`src/rtl/vc_pkg.sv`:
```
// Shared types and defaults for the victim buffer: entry record, default sizes, occupancy width helper.
package vc_pkg;

  localparam int VC_ENTRIES = 4;
  localparam int VC_TAG_W   = 26;
  localparam int VC_DATA_W  = 32;

  typedef struct packed {
    logic                 valid;
    logic                 dirty;
    logic [VC_TAG_W-1:0]  tag;
    logic [VC_DATA_W-1:0] data;
  } vc_entry_t;

  // Width able to hold 0..entries inclusive, i.e. $clog2(entries)+1.
  function automatic int vc_occ_w(input int entries);
    int w;
    w = 0;
    while ((1 << w) < entries) w = w + 1;
    return w + 1;
  endfunction

endpackage

```
`src/rtl/vc_first_free.sv`:
```
// Priority encoder: index of the lowest clear bit in a valid vector; combinational, no flow control.
module vc_first_free #(
  parameter int N  = 4,
  parameter int IW = $clog2(N)
) (
  input  logic [N-1:0]  valid,
  output logic          found,
  output logic [IW-1:0] index
);

  always_comb begin
    found = 1'b0;
    index = '0;
    for (int i = N - 1; i >= 0; i--) begin
      if (!valid[i]) begin
        found = 1'b1;
        index = IW'(i);
      end
    end
  end

endmodule

```
`src/rtl/victim_buffer.sv`:
```
// Fully-associative victim cache behind a direct-mapped L1; probe response one cycle later,
// dirty displaced lines pulse out on the write-back port; no backpressure on either side.
module victim_buffer
  import vc_pkg::*;
#(
  parameter int ENTRIES = VC_ENTRIES,
  parameter int TAG_W   = VC_TAG_W,
  parameter int DATA_W  = VC_DATA_W
) (
  input  logic                           clk,
  input  logic                           reset,
  input  logic                           lookup_valid,
  input  logic [TAG_W-1:0]               lookup_tag,
  input  logic                           insert_valid,
  input  logic [TAG_W-1:0]               insert_tag,
  input  logic [DATA_W-1:0]              insert_data,
  input  logic                           insert_dirty,
  output logic                           resp_valid,
  output logic                           resp_hit,
  output logic [DATA_W-1:0]              resp_data,
  output logic                           resp_dirty,
  output logic                           wb_valid,
  output logic [TAG_W-1:0]               wb_tag,
  output logic [DATA_W-1:0]              wb_data,
  output logic [vc_occ_w(ENTRIES)-1:0]   occupancy
);

  localparam int IW = $clog2(ENTRIES);
  localparam int OW = vc_occ_w(ENTRIES);

  vc_entry_t          ent_q [ENTRIES];
  vc_entry_t          ent_d [ENTRIES];
  logic [IW-1:0]      repl_ptr;
  logic [ENTRIES-1:0] valid_vec, probe_miss_vec, ins_miss_vec;
  logic               probe_hit, ins_match, free_found, replace, same_slot;
  logic [IW-1:0]      probe_idx, ins_match_idx, free_idx, ins_idx;
  logic [OW-1:0]      occ_d;

  always_comb begin
    valid_vec      = '0;
    probe_miss_vec = '1;
    ins_miss_vec   = '1;
    for (int i = 0; i < ENTRIES; i++) begin
      valid_vec[i]      = ent_q[i].valid;
      probe_miss_vec[i] = !(lookup_valid && ent_q[i].valid && ent_q[i].tag == VC_TAG_W'(lookup_tag));
      ins_miss_vec[i]   = !(insert_valid && ent_q[i].valid && ent_q[i].tag == VC_TAG_W'(insert_tag));
    end
  end

  // The encoder finds the lowest clear bit, so inverted match vectors yield the matching slot.
  vc_first_free #(.N(ENTRIES), .IW(IW)) u_free  (.valid(valid_vec),      .found(free_found), .index(free_idx));
  vc_first_free #(.N(ENTRIES), .IW(IW)) u_probe (.valid(probe_miss_vec), .found(probe_hit),  .index(probe_idx));
  vc_first_free #(.N(ENTRIES), .IW(IW)) u_imatch(.valid(ins_miss_vec),   .found(ins_match),  .index(ins_match_idx));

  always_comb begin
    ins_idx   = repl_ptr;
    same_slot = probe_hit && ins_match && (probe_idx == ins_match_idx);
    if (ins_match)       ins_idx = ins_match_idx;
    else if (probe_hit)  ins_idx = probe_idx;
    else if (free_found) ins_idx = free_idx;
    replace = insert_valid && !ins_match && !probe_hit && !free_found;
  end

  always_comb begin
    ent_d = ent_q;
    if (probe_hit) ent_d[probe_idx].valid = 1'b0;
    if (insert_valid) begin
      ent_d[ins_idx].valid = 1'b1;
      ent_d[ins_idx].tag   = VC_TAG_W'(insert_tag);
      ent_d[ins_idx].data  = VC_DATA_W'(insert_data);
      // A line probed out in the same cycle comes back fresh, so its old dirty bit is not merged.
      ent_d[ins_idx].dirty = (ins_match && !same_slot) ? (ent_q[ins_idx].dirty | insert_dirty)
                                                        : insert_dirty;
    end
    occ_d = '0;
    for (int i = 0; i < ENTRIES; i++) occ_d = occ_d + OW'(ent_d[i].valid);
  end

  always_ff @(posedge clk or posedge reset) begin
    if (reset) begin
      for (int i = 0; i < ENTRIES; i++) ent_q[i] <= '0;
      repl_ptr   <= '0;
      resp_valid <= 1'b0;
      resp_hit   <= 1'b0;
      resp_data  <= '0;
      resp_dirty <= 1'b0;
      wb_valid   <= 1'b0;
      wb_tag     <= '0;
      wb_data    <= '0;
      occupancy  <= '0;
    end else begin
      ent_q      <= ent_d;
      occupancy  <= occ_d;
      if (replace) repl_ptr <= repl_ptr + 1'b1;
      resp_valid <= lookup_valid;
      resp_hit   <= probe_hit;
      resp_data  <= probe_hit ? DATA_W'(ent_q[probe_idx].data) : '0;
      resp_dirty <= probe_hit && ent_q[probe_idx].dirty;
      wb_valid   <= replace && ent_q[repl_ptr].dirty;
      wb_tag     <= (replace && ent_q[repl_ptr].dirty) ? TAG_W'(ent_q[repl_ptr].tag) : '0;
      wb_data    <= (replace && ent_q[repl_ptr].dirty) ? DATA_W'(ent_q[repl_ptr].data) : '0;
    end
  end

endmodule

```
`config.mk`:
```
export PLATFORM = sky130hd
export DESIGN_NAME = victim_buffer
export DESIGN_NICKNAME = d
export VERILOG_FILES = /design/src/rtl/vc_pkg.sv /design/src/rtl/vc_first_free.sv /design/src/rtl/victim_buffer.sv
export SDC_FILE = /design/constraint.sdc
export NUM_CORES = 1
export LEC_CHECK = 0
export BUFFER_PORTS_ARGS = -buffer_cell sky130_fd_sc_hd__buf_2
export CAP_MARGIN = 20
export CORE_MARGIN = 2
export CORE_UTILIZATION = 60
export CTS_BUF_LIST = sky130_fd_sc_hd__clkbuf_8
export DETAILED_ROUTE_END_ITERATION = 10
export PLACE_DENSITY = 0.92
export SYNTH_ARGS = -nofsm -noshare
export SYNTH_HDL_FRONTEND = slang
export SYNTH_SLANG_ARGS = --single-unit
```
`constraint.sdc`:
```
create_clock -name clk -period 16.9 [get_ports clk]
set_input_delay 3.38 -clock clk [delete_from_list [all_inputs] [get_ports clk]]
set_output_delay 3.38 -clock clk [all_outputs]
set_load 0.005 [all_outputs]
```
== Word level (Yosys, flattened, before mapping) ==
Cells that the tools add are included.

* Register bits: 339
* Output and inout port bits: 97

* Add/sub/neg operators: 4
* Order comparisons: 5
* Equal/unequal tests: 9
* Mux-type cells: 57
* Bitwise gates (word level): 4
* Reduce and logical (&&, ||, !) cells: 30

{| class="wikitable"
|+ Operator list
! kind !! number
|-
| bitwise mux 240 bit || 5
|-
| demux 60 bit (select 2 bit) || 5
|-
| two-way mux 240 bit || 2
|-
| two-way mux 59 bit || 7
|-
| binary-select mux 60 bit (select 2 bit) || 3
|-
| == test 26 bit || 8
|-
| two-way mux 60 bit || 2
|-
| two-way mux 32 bit || 3
|-
| two-way mux 58 bit || 1
|-
| two-way mux 2 bit || 15
|-
| logical AND 1 bit || 26
|-
| two-way mux 26 bit || 1
|-
| two-way mux 1 bit || 13
|-
| >= comparator 3 bit (second input constant) || 3
|-
| inverter 2 -> 3 bit || 3
|-
| < comparator 3 x 1 -> 1 bit (second input constant) || 2
|-
| logical NOT 1 bit || 4
|-
| adder 2 x 1 -> 3 bit || 1
|-
| adder 3 x 1 -> 3 bit || 1
|-
| adder 1 x 1 -> 2 bit || 1
|-
| adder 2 x 1 -> 2 bit (second input constant) || 1
|-
| == test 2 bit || 1
|-
| bitwise OR 1 bit || 1
|}

== Logic depth before layout (Yosys ltp) ==
* Depth after elaboration: 21
* Gate-level depth with buffers: 15

== Modules after synthesis ==
Synthesis repeated with hierarchy kept, for this count alone.

* Cells, all modules: 1237
* Area total of the unflattened synthesis: 17103.9 µm²

{| class="wikitable"
|+ Modules (own cells, without submodules)
! module !! instances !! cells an instance !! area each (µm²) !! seq. area each (µm²)
|-
| victim_buffer || 1 || 1222 || 17017.6 || 8483.1
|-
| vc_first_free || 3 || 5 || 28.8 || 0.0
|}

== Least setup slack after synthesis ==
No wires, ideal clock.

* Path type: in2reg
* Start: in insert_tag[0]
* End: reg occupancy[1]
* Arrival: 6.605 ns
* Data required time: 16.774 ns
* Setup slack: 10.169 ns
* Stages on the path: 15
* Buffers on the path: 3
* Path through: buf_4 -> xor2_1 -> or4_1 -> nor4_2 -> a22oi_1 -> and2_1 -> a31oi_1 -> nand2_1 -> a21oi_2 -> buf_2 -> buf_6 -> a21o_1 -> fa_1 -> ha_1 -> ha_1

{| class="wikitable"
|+ RTL lines
! element !! line !! source
|-
| start: declaration || victim_buffer.sv:15 || <nowiki>input logic [TAG_W-1:0] insert_tag,</nowiki>
|-
| end signal: assignment || victim_buffer.sv:90 || <nowiki>occupancy <= '0;</nowiki>
|-
| end signal: assignment || victim_buffer.sv:93 || <nowiki>occupancy <= occ_d;</nowiki>
|-
| end: declaration || victim_buffer.sv:25 || <nowiki>output logic [vc_occ_w(ENTRIES)-1:0] occupancy</nowiki>
|}

== Worst setup path after layout ==
* Start: in lookup_tag[2]
* End: reg ent_q[223] (netlist name)

* Word-level cells in the longest chain between the ends: 17
* Elaborated cells on any way between the ends: 36

{| class="wikitable"
|+ RTL lines
! element !! line !! source
|-
| start: declaration || victim_buffer.sv:13 || <nowiki>input logic [TAG_W-1:0] lookup_tag,</nowiki>
|-
| == test 26 bit || victim_buffer.sv:45 || <nowiki>probe_miss_vec[i] = !(lookup_valid && ent_q[i].valid && ent_q[i].tag == VC_TAG_W'(lookup_tag));</nowiki>
|-
| logical AND 1 bit || victim_buffer.sv:45 ||
|-
| two-way mux 2 bit / two-way mux 1 bit (equally long branches) (4 in a row) || vc_first_free.sv:15 || <nowiki>if (!valid[i]) begin</nowiki>
|-
| two-way mux 2 bit || victim_buffer.sv:59 || <nowiki>else if (probe_hit) ins_idx = probe_idx;</nowiki>
|-
| two-way mux 2 bit || victim_buffer.sv:58 || <nowiki>if (ins_match) ins_idx = ins_match_idx;</nowiki>
|-
| inverter 2 -> 3 bit || -- ||
|-
| >= comparator 3 bit (not written as such) / < comparator 3 x 1 -> 1 bit (equally long branches) || victim_buffer.sv:69 || <nowiki>ent_d[ins_idx].tag = VC_TAG_W'(insert_tag);</nowiki>
|-
| logical AND 1 bit (not written as such) || victim_buffer.sv:69 ||
|-
| two-way mux 58 bit (not written as such) || victim_buffer.sv:69 ||
|-
| demux 60 bit (select 2 bit) || victim_buffer.sv:69 ||
|-
| bitwise mux 240 bit || victim_buffer.sv:69 ||
|-
| bitwise mux 240 bit || victim_buffer.sv:70 || <nowiki>ent_d[ins_idx].data = VC_DATA_W'(insert_data);</nowiki>
|-
| bitwise mux 240 bit || victim_buffer.sv:72 || <nowiki>ent_d[ins_idx].dirty = (ins_match && !same_slot) ? (ent_q[ins_idx].dirty | insert_dirty)</nowiki>
|-
| two-way mux 240 bit (*) || victim_buffer.sv:67 || <nowiki>if (insert_valid) begin</nowiki>
|-
| end signal: assignment || victim_buffer.sv:92 || <nowiki>ent_q <= ent_d;</nowiki>
|-
| end: declaration || victim_buffer.sv:31 || <nowiki>vc_entry_t ent_q [ENTRIES];</nowiki>
|}

Mark *: on every way between the ends. The rest lies on a longest branch, timed or not.
A chain may end at the register's enable or synchronous reset.

==> run summary <==
Syn Area/Cell: 12.61 µm²
Worst Setup Path Type: in2reg
initial core utilization: 61.36%
die area: 29,940 µm²
worst rel slew slack: 26.68%
grt total ovfl: 0
H-tree depth: 2
vias per cell: 6.277
Synth-to-Final Area Change: 13.81%
Fmax: 138.8 MHz
mapped cell area: 17,140 µm²
post-cts gate resize count: 0
Crit path top cell by count: buf_4
crit path launch type: input pin
num ports: 186
Mapped Cells: 1,359
TritonCTS clock tree: yes
Final Util: 69.84%
worst clock skew: 0.03393 ns
CP endpoint kind: register
Worst Tran Pin Value: 1.100 ns
initial antenna violation count: 11
layout cells sized above 1: 37.63%
Seq/Total Area, Yosys: 49.49%
EDFF count, synth: 0
Top FF cell, synth: dfrtp_1
Crit path required time: 17.37 ns
Fill cells: 1,865
clock slew at reported path FFs: 0.06 ns
Antenna Violating Nets Remaining: 0
Die X-Extent: 173.0 µm
VDD IR max: 0.08767 mV
final WL: 48.49 mm
Hold-fix buffers, CTS: 0
Period Utilization, post-route: 42.63%
Final Setup Violations: 0
Bufs and invs on worst path: 3
Final HPWL DP: 30.60 mm
Ys Warns: 0
vias post-DR: 12,184
setup TNS: 0 ns
post-CTS setup buffer count: 0
IO Port Bufs: 185
DRC: 0
# nets final: 1,603
clk sink count: 339
first-pass GRT wire length: 74.13 mm
pwr dens: 194.0 nW/µm²
largest net degree at the start of global routing: 198
FFs w/ async S/R, synth: 100.0%
core box area: 27,930 µm²
family with the most delay on the worst path: buffers and inverters
Static Leak: 8.556 nW
fin. max-slew vios: 0
Netlist cell types: 51
min cycle time layout: 7.204 ns
final instance area: 19,510 µm²
Initial DRT Pass Iterations: 5
max cap viols: 0
clk_lat worst skew: 0.62 ns
Cell Area, Placed: 18,240 µm²
routability cong.: 1.011
row count: 61
post-synthesis register bit count: 339
number of CTS-inserted buffers: 54
commonest non-fill, non-tap cell in the layout: dfrtp_1
CTS max path bufs: 3
CP Cell Sequence: buf_2, xor2_1, nor4_1, nand4_1, nor4_4, buf_4, o21bai_1, a31oi_1, nand2_1, a21oi_4, buf_4, mux2_2
WL/cell: 24.98 µm
most frequent cells in the layout: 337 x dfrtp_1, 214 x mux2_2, 185 x buf_2
outcome: finished, final reports clean
Tightest Hold Check Type: reg2reg
syn_nets: 1,451
Clock Root Buffer: clkbuf_8
DRT iter0 DRCs: 1,578
Max stage delay on crit path: 0.76 ns
Worst EP arrival: 7.68 ns
CP max FO: 71
Die Y: 173.0 µm
vias in the first global route: 12,590
Fin. Hold Viols: 0
Slowest-stage cell, CP: buf_4
GRT Total Usage: 32.04%
unrepaired setup endpoints after global routing: no
worst register-to-register path: stages, from the launching register on:
cell	delay, ns
dfrtp_1	0.47
xor2_1	0.18
nor4_1	0.56
nand4_1	0.24
nor4_4	0.35
buf_4	0.63
o21bai_1	0.22
a31oi_1	0.43
nand2_1	0.19
a21oi_4	0.15
buf_4	0.76
mux2_2	0.46
logic make-up (layout without fill, tap and decap cells):
logic type	count (synthesis)	after routing	share of synthesized area, %
flops	339	339	49.49
buf+inv	105	298	2.657
compound gates	93	93	3.131
simple gates	285	285	8.613
other cells	0	11	0
xor+xnor	210	210	10.73
mux	324	324	25.12
fa+ha+maj	3	3	0.2628
layout make-up:
type                            instances  area (µm²)  share of cell area (%)
Clock inverter                         29       260.3                   1.334
Sequential cell                       339        8491                   43.52
Multi-Input combinational cell        915        8238                   42.23
Inverter                                4       22.52                  0.1154
Antenna cell                           11       27.53                  0.1411
Timing Repair Buffer                  197        1061                   5.439
Clock buffer                           68       935.9                   4.797
Tap cell                              378       473.0                   2.424
state kept, by name, summed over array words and instances (netlist names):
| register | cells |
|---|---|
| wb_valid | 1 |
| resp_hit | 1 |
| resp_valid | 1 |
| ent_q | 240 |
| resp_dirty | 1 |
| wb_tag | 26 |
| occupancy | 3 |
| repl_ptr | 2 |
| resp_data | 32 |
| wb_data | 32 |
cells in the mapped netlist (3+ instances only):
master / instances / area share [%]
clkbuf_1: 69 / 1.5
and3_1: 60 / 2.2
buf_1: 5 / 0.11
a21oi_1: 3 / 0.088
mux2_4: 9 / 0.79
xor2_1: 108 / 5.5
buf_2: 22 / 0.64
inv_1: 4 / 0.088
mux2i_1: 33 / 1.9
or4bb_1: 3 / 0.20
o21ai_0: 67 / 2.0
a21o_1: 4 / 0.18
nand4_1: 27 / 0.99
nor2_1: 5 / 0.11
nand3_1: 8 / 0.23
nand2_1: 130 / 2.8
mux4_2: 59 / 7.8
dfrtp_1: 339 / 49
nor4_1: 31 / 1.1
mux2_2: 214 / 14
mux2_1: 9 / 0.59
o211ai_1: 4 / 0.18
nor3_1: 5 / 0.15
buf_6: 4 / 0.26
xnor2_1: 102 / 5.2
metal layers:
layer | GRT usage [%] | vias to the layer above | part of all wire [%]
met2 | 50.73 | 731 | 47
li1 | - | 5149 | -
met1 | 44.75 | 6158 | 40
met3 | 5.541 | 144 | 8.7
met4 | 12.36 | 2 | 3.8
met5 | 0 | - | 0.023
power breakdown:
group          switching (W)  leakage, nW  internal [W]
Clock               0.000344        0.657      0.000427
Combinational       0.000638         3.72      0.000801
Sequential          0.000399         4.18       0.00118
metrics by stage:
stage,total power (W),setup WS [ns],hold slack [ns],std cells
after CTS,0.003737,9.852,0.5135,1928
after detailed placement,0.002959,9.257,0.4969,1831
after floorplan,0.002494,4.125,0.4598,1359
after global placement,0.002877,9.372,0.4831,1831
after global routing,0.003940,9.568,0.5511,1938
final,0.003785,9.696,0.5143,1941
worst paths after layout:
| kind | from | endpoint | slack [ns] | cells past startpoint |
|---|---|---|---|---|
| max in group asynchronous | reset | repl_ptr[0] | 12.23 | 3 |
| worst max register to register | ent_q[94] | ent_q[223] | 12.14 | 11 |
| worst min register to register | ent_q[200] | resp_data[20] | 0.51 | 2 |
| worst min-delay path | ent_q[200] | resp_data[20] | 0.51 | 2 |
| worst max-delay path | lookup_tag[2] | ent_q[223] | 9.70 | 12 |
| min in group asynchronous | reset | resp_data[26] | 2.97 | 2 |
No activity file was read; power rests on OpenSTA's default activity.
